## config.mk

```make
export PLATFORM = sky130hd
export DESIGN_NAME = pc_update_unit
export DESIGN_NICKNAME = d
export VERILOG_FILES = /design/src/rtl/cpu_pkg.sv /design/src/rtl/pc_target_adder.sv /design/src/rtl/pc_update_unit.sv
export SDC_FILE = /design/constraint.sdc
export NUM_CORES = 1
export LEC_CHECK = 0
export BUFFER_PORTS_ARGS = -buffer_cell sky130_fd_sc_hd__buf_2
export CELL_PAD_IN_SITES_DETAIL_PLACEMENT = 1
export CELL_PAD_IN_SITES_GLOBAL_PLACEMENT = 2
export CORE_UTILIZATION = 32
export CTS_BUF_LIST = sky130_fd_sc_hd__clkbuf_2 sky130_fd_sc_hd__clkbuf_4 sky130_fd_sc_hd__clkbuf_8
export DETAILED_ROUTE_END_ITERATION = 12
export HOLD_SLACK_MARGIN = 0.05
export PLACE_DENSITY_LB_ADDON = 0.25
export REMOVE_ABC_BUFFERS = 1
export SLEW_MARGIN = 30
export SYNTH_ARGS = -nofsm -noshare
export SYNTH_HDL_FRONTEND = slang
export SYNTH_SLANG_ARGS = --single-unit
```

## constraint.sdc

```tcl
create_clock -name CLK -period 4.95 [get_ports CLK]
set_clock_uncertainty 0.1 [all_clocks]
set_input_delay 0 -clock CLK [delete_from_list [all_inputs] [get_ports CLK]]
set_output_delay 0 -clock CLK [all_outputs]
set_load 0.01 [all_outputs]
```

## src/rtl/cpu_pkg.sv

```systemverilog
// Shared processor constants: PC width, instruction size, reset vector and
// the PC-stage state encoding.
package cpu_pkg;

  localparam int unsigned PC_W        = 32;
  localparam int unsigned INSTR_BYTES = 4;
  localparam int unsigned WORD_SHIFT  = 2;

  localparam logic [PC_W-1:0] DEFAULT_RESET_PC = 32'h0000_0000;

  typedef enum logic {
    ST_RUN           = 1'b0,
    ST_HOLD_REDIRECT = 1'b1
  } pc_state_e;

endpackage : cpu_pkg

```

## src/rtl/pc_target_adder.sv

```systemverilog
// Combinational next-PC arithmetic: sequential PC+4 and the PC-relative
// redirect target built from a signed instruction-word offset.
module pc_target_adder
  import cpu_pkg::*;
#(
  parameter int unsigned OFFSET_W = 8
) (
  input  logic [PC_W-1:0]     pc_i,
  input  logic [OFFSET_W-1:0] offset_i,
  output logic [PC_W-1:0]     pc_plus4_o,
  output logic [PC_W-1:0]     target_o
);

  localparam int unsigned EXT_W = PC_W - OFFSET_W;

  logic [PC_W-1:0] off_ext;
  logic [PC_W-1:0] off_bytes;

  // Word offset -> byte offset; all adds wrap modulo 2^32.
  assign off_ext    = {{EXT_W{offset_i[OFFSET_W-1]}}, offset_i};
  assign off_bytes  = off_ext << WORD_SHIFT;
  assign pc_plus4_o = pc_i + PC_W'(INSTR_BYTES);
  assign target_o   = pc_plus4_o + off_bytes;

endmodule : pc_target_adder

```

## src/rtl/pc_update_unit.sv

```systemverilog
// Program-counter register stage: holds the PC, stalls on I-cache busywait,
// and defers a redirect that resolves during a stall until the stall ends.
module pc_update_unit
  import cpu_pkg::*;
#(
  parameter logic [31:0]  RESET_PC = DEFAULT_RESET_PC,
  parameter int unsigned  OFFSET_W = 8
) (
  input  logic                CLK,
  input  logic                RESET,
  input  logic                BUSYWAIT,
  input  logic                JUMP,
  input  logic                BRANCH,
  input  logic                ZERO,
  input  logic [OFFSET_W-1:0] OFFSET,
  output logic [31:0]         PC,
  output logic [31:0]         PC_PLUS4,
  output logic [31:0]         TARGET,
  output logic                TAKEN,
  output logic                PENDING,
  output logic [31:0]         FETCH_COUNT
);

  pc_state_e       state_q, state_d;
  logic [PC_W-1:0] pc_q, pc_d;
  logic [PC_W-1:0] pend_target_q, pend_target_d;
  logic            pending_q, pending_d;
  logic [31:0]     fetch_cnt_q, fetch_cnt_d;
  logic            taken;

  pc_target_adder #(
    .OFFSET_W (OFFSET_W)
  ) u_adder (
    .pc_i       (pc_q),
    .offset_i   (OFFSET),
    .pc_plus4_o (PC_PLUS4),
    .target_o   (TARGET)
  );

  // Explicit compares so an unknown redirect input never looks taken.
  always_comb begin
    taken = 1'b0;
    if (JUMP == 1'b1) begin
      taken = 1'b1;
    end
    if ((BRANCH == 1'b1) && (ZERO == 1'b1)) begin
      taken = 1'b1;
    end
  end

  assign TAKEN = taken;

  always_comb begin
    state_d       = state_q;
    pc_d          = pc_q;
    pend_target_d = pend_target_q;
    pending_d     = pending_q;
    fetch_cnt_d   = fetch_cnt_q;
    case (state_q)
      ST_RUN: begin
        if (BUSYWAIT == 1'b0) begin
          pc_d        = taken ? TARGET : PC_PLUS4;
          fetch_cnt_d = fetch_cnt_q + 32'd1;
        end else if (taken) begin
          pend_target_d = TARGET;
          pending_d     = 1'b1;
          state_d       = ST_HOLD_REDIRECT;
        end
      end
      ST_HOLD_REDIRECT: begin
        // First captured redirect wins; redirects seen now are dropped.
        if (BUSYWAIT == 1'b0) begin
          pc_d        = pend_target_q;
          fetch_cnt_d = fetch_cnt_q + 32'd1;
          pending_d   = 1'b0;
          state_d     = ST_RUN;
        end
      end
      default: begin
        state_d   = ST_RUN;
        pending_d = 1'b0;
      end
    endcase
  end

  always_ff @(posedge CLK) begin
    if (RESET) begin
      state_q       <= ST_RUN;
      pc_q          <= RESET_PC;
      pend_target_q <= '0;
      pending_q     <= 1'b0;
      fetch_cnt_q   <= '0;
    end else begin
      state_q       <= state_d;
      pc_q          <= pc_d;
      pend_target_q <= pend_target_d;
      pending_q     <= pending_d;
      fetch_cnt_q   <= fetch_cnt_d;
    end
  end

  assign PC          = pc_q;
  assign PENDING     = pending_q;
  assign FETCH_COUNT = fetch_cnt_q;

endmodule : pc_update_unit
```

Yosys cells after proc, flatten, opt, wreduce, memory -nomap -nowiden

Cells that the tools add are included.

Equality and inequality tests: 4
Muxes and demuxes: 15
Add/subtract/negate cells: 3
Reductions and logical operators: 4
Bitwise operators: 1

Operators with widths:

| operator              | count |
|---|---|
| $mux 32               | 4 |
| $pmux 32 s2           | 1 |
| $add 32x1->32 const B | 1 |
| $add 32x3->32 const B | 1 |
| $add 32x32->32        | 1 |
| $mux 1                | 8 |
| $ne 2x2->1 const B    | 4 |
| $reduce_and 3->1      | 2 |
| $pmux 1 s2            | 2 |
| $reduce_and 2->1      | 1 |
| $logic_and 1x1->1     | 1 |
| $not 1->1             | 1 |

Word-level logic and storage cells: 32
Output and inout port bits: 130
Bits in registers: 98
Bits of input ports: 14

Depth between registers and ports, before layout

Depth after elaboration: 5
Depth in mapped cells: 16
Gate-level depth less buffers: 14

Cells and area by module

A second synthesis with hierarchy kept.

Cell total of the unflattened synthesis: 820
Area, all modules: 6,611.3 um^2

Modules (own cells, without submodules):

| module          | cells an instance | instances | area an instance (um^2) | seq. area each (um^2) |
|---|---|---|---|---|
| pc_update_unit  | 514               | 1         | 4,480.5                 | 1,961.9 |
| pc_target_adder | 306               | 1         | 2,130.8                 | 0.0 |

Least setup slack after synthesis

OpenSTA, ideal clock, no wires.

Kind: reg2reg
Start: register pc_q[4], in the netlist PC[4]
End: register pc_q[28], in the netlist PC[28]
Path slack: 1.302 ns
Library setup time: 0.122 ns
Data arrival time: 3.426 ns
Buffers on the path: 1
Clock period less this slack: 3.648 ns
Required time: 4.728 ns
Cell stages (with the launch flop): 15
Cells stage by stage: dfxtp_1 -> and4_1 -> and4_1 -> clkbuf_1 -> nand4_1 -> nor2_1 -> xor2_1 -> ha_1 -> a21oi_1 -> o21ai_0 -> a21oi_1 -> o21ai_0 -> o21bai_2 -> xor2_1 -> a221o_1

Longest elaborated chain between the ends: 5

RTL lines:

| element                | line                  | RTL |
|---|---|---|
| from (decl)            | pc_update_unit.sv:25  | `logic [PC_W-1:0] pc_q, pc_d;` |
| from (signal assigned) | pc_update_unit.sv:95  | `pc_q <= pc_d;` |
| $add 32x3->32          | pc_target_adder.sv:22 | `assign pc_plus4_o = pc_i + PC_W'(INSTR_BYTES);` |
| named net PC_PLUS4[21] | pc_update_unit.sv:17  | `output logic [31:0] PC_PLUS4,` |
| $add 32x32->32         | pc_target_adder.sv:23 | `assign target_o = pc_plus4_o + off_bytes;` |
| named net TARGET[28]   | pc_update_unit.sv:18  | `output logic [31:0] TARGET,` |
| $mux 32                | pc_update_unit.sv:62  | `pc_d = taken ? TARGET : PC_PLUS4;` |
| $mux 32                | pc_update_unit.sv:61  | `if (BUSYWAIT == 1'b0) begin` |
| $pmux 32 s2            | pc_update_unit.sv:59  | `case (state_q)` |

The timed path passes the listed nets, and every way through them passes these cells. The select of a mux whose other input is x is not followed.
A chain may end at the register's enable or synchronous reset.

Worst setup path after layout

Start: register pc_q[10], in the netlist PC[10]
End: output TARGET[31]

Longest elaborated chain between the ends: 2

RTL lines:

| element        | line |
|---|---|
| $add 32x3->32  | pc_target_adder.sv:22 |
| $add 32x32->32 | pc_target_adder.sv:23 |
| to (decl)      | pc_update_unit.sv:18 |

No other way between the ends.

==> impl_summary.txt <==
----------------------------------------------------
[Placed design]
  Half-perimeter wire length after placement ... 18.1 mm
  Global placement routability congestion ... 0.832
  # placed instances ... 1240
  Buffers added on ports ... 143

[Critical path]
  Category of cells accounting for the largest share of critical-path delay ... simple AND/OR/NAND/NOR gates
  Worst path arrival time ... 4.37 ns
  Worst setup EP type ... output port
  FF-to-FF End ... PC[31]$_SDFFE_PP0P_
  Biggest cell delay along the critical path ... 0.49 ns
  Reg2Reg Launch Point ... PC[10]$_SDFFE_PP0P_
  Highest net fanout along the worst path ... 9
  Worst path bufs/invs ... 2
  Path type of the worst setup path ... reg2out
  Element type at the critical path start ... flip-flop
  Master of the slowest instance on the critical path ... sky130_fd_sc_hd__ha_1
  Cell-by-cell trace of the critical path ... and4_1, and4_1, and3_1, nand3_1, xnor2_1, ha_1, nand2_1, or3_1, a31oi_1, a41o_1, o31ai_1, xnor2_1, inv_1, buf_2
  Required time worst endpoint ... 4.85 ns
  Worst Reg-to-Reg Cells ... 13
  Reg2reg setup slack ... 0.83 ns

[Die]
  Rows ... 52
  Die height ... 147 µm
  Starting utilization of the core area ... 0.329
  Die width ... 147 µm
  I/O pin total ... 144
  Area of the placeable core ... 20400 µm²
  DIE AREA ... 21600 µm²

[Hold path]
  Endpoint of the worst hold-timing path ... pend_target_q[3]$_SDFFE_PP0P_
  Hold path cells ... 4
  Classification of the worst-slack hold path ... in2reg
  Hold path start ... OFFSET[1]

[Clock network]
  Clock tree from TritonCTS ... done
  H-tree levels ... 3
  Root Driver ... sky130_fd_sc_hd__clkbuf_8
  Post-CTS clock slew at the launch and capture registers of the worst setup and hold paths ... 0.12 ns
  Maximum buffer depth of the clock tree ... 2
  Sink count of the clock tree ... 98
  Clock latency at the later pin of the worst-skew pair ... 0.40 ns
  Inserted Clock Buffers ... 9

[Routing]
  Number of iterations in the first detailed-routing pass ... 5
  Drt total wl ... 24.5 mm
  DRC ... 0
  Starting DRC count in detailed routing ... 339
  Vias post-DR ... 6846
  DR WL/cell ... 19.5 µm
  Avg Vias per Cell ... 5.44
  ANT nets after route ... 0

[Layout]
  Number of standard cells in the final layout excluding fillers ... 1259
  Layout net count ... 1037
  Area growth from synthesis to layout ... 17.5%
  Fraction of final layout cells sized beyond drive strength 1 ... 0.190
  Antenna Diode Count ... 0

[GRT]
  Total grt overflow ... 0
  Via count of the first global-routing pass ... 6846
  Global-route wire length before repair ... 38.8 mm
  Largest net degree at the start of global routing ... 61
  Number of antenna violations at the first check in global routing ... 0
  Overall global routing resource usage ... 0.230

[Synthesis]
  Number of standard cells after synthesis ... 867
  Syn. warnings ... 0
  Sequential element share of the synthesized area ... 0.292
  Async S/R FF share, synth ... 0
  Leading post-synthesis cells by cell area ... sky130_fd_sc_hd__dfxtp_1, sky130_fd_sc_hd__ha_1, sky130_fd_sc_hd__a21oi_1
  Ys flop type ... sky130_fd_sc_hd__dfxtp_1
  Count of state elements after synthesis ... 98
  Most repeated cell in the gate-level netlist after synthesis ... sky130_fd_sc_hd__nor2_1
  Top-area cell type share of the netlist area ... 0.292
  Number of synthesized flops with an enable pin ... 0
  Mean Syn Cell Area ... 7.74 µm²
  Top cells by instance count after synthesis ... sky130_fd_sc_hd__nor2_1, sky130_fd_sc_hd__dfxtp_1, sky130_fd_sc_hd__a21oi_1, sky130_fd_sc_hd__nand2_1, sky130_fd_sc_hd__xnor2_1
  Combined area of all synthesized cells ... 6710 µm²
  Cell type with the largest total area after synthesis ... sky130_fd_sc_hd__dfxtp_1
  Number of distinct library cells after synthesis ... 68

[Flow run]
  Max capacitance violation total ... 0

[STA]
  Unrepaired setup endpoints after global routing ... false
  Number of setup violations in the final report ... 0
  Final critical-path share of the clock period ... 0.903
  Sum Neg Setup Slack ... 0 ns
  Period minus WS final ... 4.47 ns
  Worst-Margin Slew ... 0.962 ns
  Final max-slew violation count ... 0
  Max frequency ... 224 MHz
  Slew margin rel. ... 0.355
  Total count of hold-check failures in the final report ... 0

[Power]
  Static leakage power ... 3.48 nW
  Worst-case vdd ir drop ... 0.000112 V
  PD cells ... 293 nW/µm²

[Run status]
  Result of the run ... finished clean

----------------------------------------------------
metrics by stage:
stage                     instance area (µm²)  hold slack [ns]  power (mW)  setup WS (ns)  utilization
final                                    7890           0.0508        2.31          0.480        0.386
after global routing                     7890            0.126        2.46         0.0605        0.386
after CTS                                7890           0.0542        2.34          0.461        0.386
after detailed placement                 7650            0.310        1.77          0.879        0.374
after global placement                   7640            0.312        1.76          0.891        0.374
after floorplan                          6510          -0.0309        1.43           1.40            -
cells by family (layout without fill, tap and decap cells):
logic type / after synthesis / in the layout / synth area share
simple gates: 347 / 347 / 0.250
compound gates: 225 / 225 / 0.226
flops: 98 / 98 / 0.292
xor+xnor: 78 / 78 / 0.102
buf+inv: 70 / 192 / 0.0416
fa+ha+maj: 39 / 39 / 0.0738
mux: 10 / 10 / 0.0149
layer usage:
layer  GRT usage  up-vias  share of wire
met5           0        -              0
met4      0.0656        0          0.016
met3      0.0307       24          0.040
met2       0.386      159           0.47
met1       0.307     3313           0.48
li1            -     3350              -
worst min-delay path: stages:
cell and delay [ns]:
sky130_fd_sc_hd__buf_2 0.10, sky130_fd_sc_hd__fa_1 0.24, sky130_fd_sc_hd__nand2_1 0.06, sky130_fd_sc_hd__a21oi_1 0.11
worst max path at each step:
| stage | from | end | slack, ns | cells past startpoint |
|---|---|---|---|---|
| final | PC[10]$_SDFFE_PP0P_ | TARGET[31] | 0.48 | 14 |
| after global routing | PC[4]$_SDFFE_PP0P_ | TARGET[30] | 0.06 | 15 |
| after CTS | PC[4]$_SDFFE_PP0P_ | TARGET[31] | 0.46 | 15 |
| after detailed placement | PC[4]$_SDFFE_PP0P_ | pend_target_q[26]$_SDFFE_PP0P_ | 0.88 | 14 |
| after global placement | PC[4]$_SDFFE_PP0P_ | PC[31]$_SDFFE_PP0P_ | 0.89 | 13 |
| after floorplan | PC[4]$_SDFFE_PP0P_ | PC[28]$_SDFFE_PP0P_ | 1.40 | 13 |
timing repair:
item / 4_1_cts / 5_1_grt
endpoints found under the setup margin: 0 / 0
hold buffers: 3 / 0
resized for setup: 0 / 0
setup buffers: 0 / 0
endpoints found under the hold margin: 19 / 0
cells in the final DEF (no fill, tap or decap), types with 3 or more instances in the layout:
master and count:
sky130_fd_sc_hd__o21a_1 7, sky130_fd_sc_hd__ha_1 38, sky130_fd_sc_hd__o211a_1 3, sky130_fd_sc_hd__or3_1 13, sky130_fd_sc_hd__a211oi_1 7, sky130_fd_sc_hd__a221o_1 10, sky130_fd_sc_hd__o311ai_0 4, sky130_fd_sc_hd__clkbuf_8 9
sky130_fd_sc_hd__nor3_1 15, sky130_fd_sc_hd__inv_1 19, sky130_fd_sc_hd__o21bai_1 5, sky130_fd_sc_hd__nor4_1 3, sky130_fd_sc_hd__o32ai_1 3, sky130_fd_sc_hd__nor2b_1 4, sky130_fd_sc_hd__nor2_1 97, sky130_fd_sc_hd__or2_2 3
sky130_fd_sc_hd__mux2i_1 10, sky130_fd_sc_hd__and3_1 31, sky130_fd_sc_hd__nand2_1 89, sky130_fd_sc_hd__buf_4 10, sky130_fd_sc_hd__and4_1 13, sky130_fd_sc_hd__and2_1 13, sky130_fd_sc_hd__nand4_1 19, sky130_fd_sc_hd__o31ai_1 3
sky130_fd_sc_hd__xor2_1 30, sky130_fd_sc_hd__buf_2 143, sky130_fd_sc_hd__dlygate4sd3_1 3, sky130_fd_sc_hd__xnor2_1 48, sky130_fd_sc_hd__a31oi_1 6, sky130_fd_sc_hd__nand3_1 38, sky130_fd_sc_hd__a21oi_1 88, sky130_fd_sc_hd__o21ai_0 37
sky130_fd_sc_hd__dfxtp_1 98, sky130_fd_sc_hd__a21o_1 12, sky130_fd_sc_hd__o211ai_1 7
flip-flops by register name, summed over array words and instances, names as in the netlist:
| register | cells |
|---|---|
| state_q | 1 |
| FETCH_COUNT | 32 |
| PC | 32 |
| PENDING | 1 |
| pend_target_q | 32 |
cell type report:
cell class              count  area [µm²]
inverters                  20        75.1
repair buffers            156         821
multi-input cells         699        4480
fillers                  2567       12500
well taps                 270         338
clock buffers               9         124
clock inverters             7        81.3
flip-flops and latches     98        1960
report_power, final:
| group | leakage (nW) | switching (mW) | internal (mW) |
|---|---|---|---|
| Clock | 0.103 | 0.361 | 0.202 |
| Sequential | 0.800 | 0.0586 | 0.842 |
| Combinational | 2.57 | 0.532 | 0.316 |
Power figures use the tool's default switching activity.
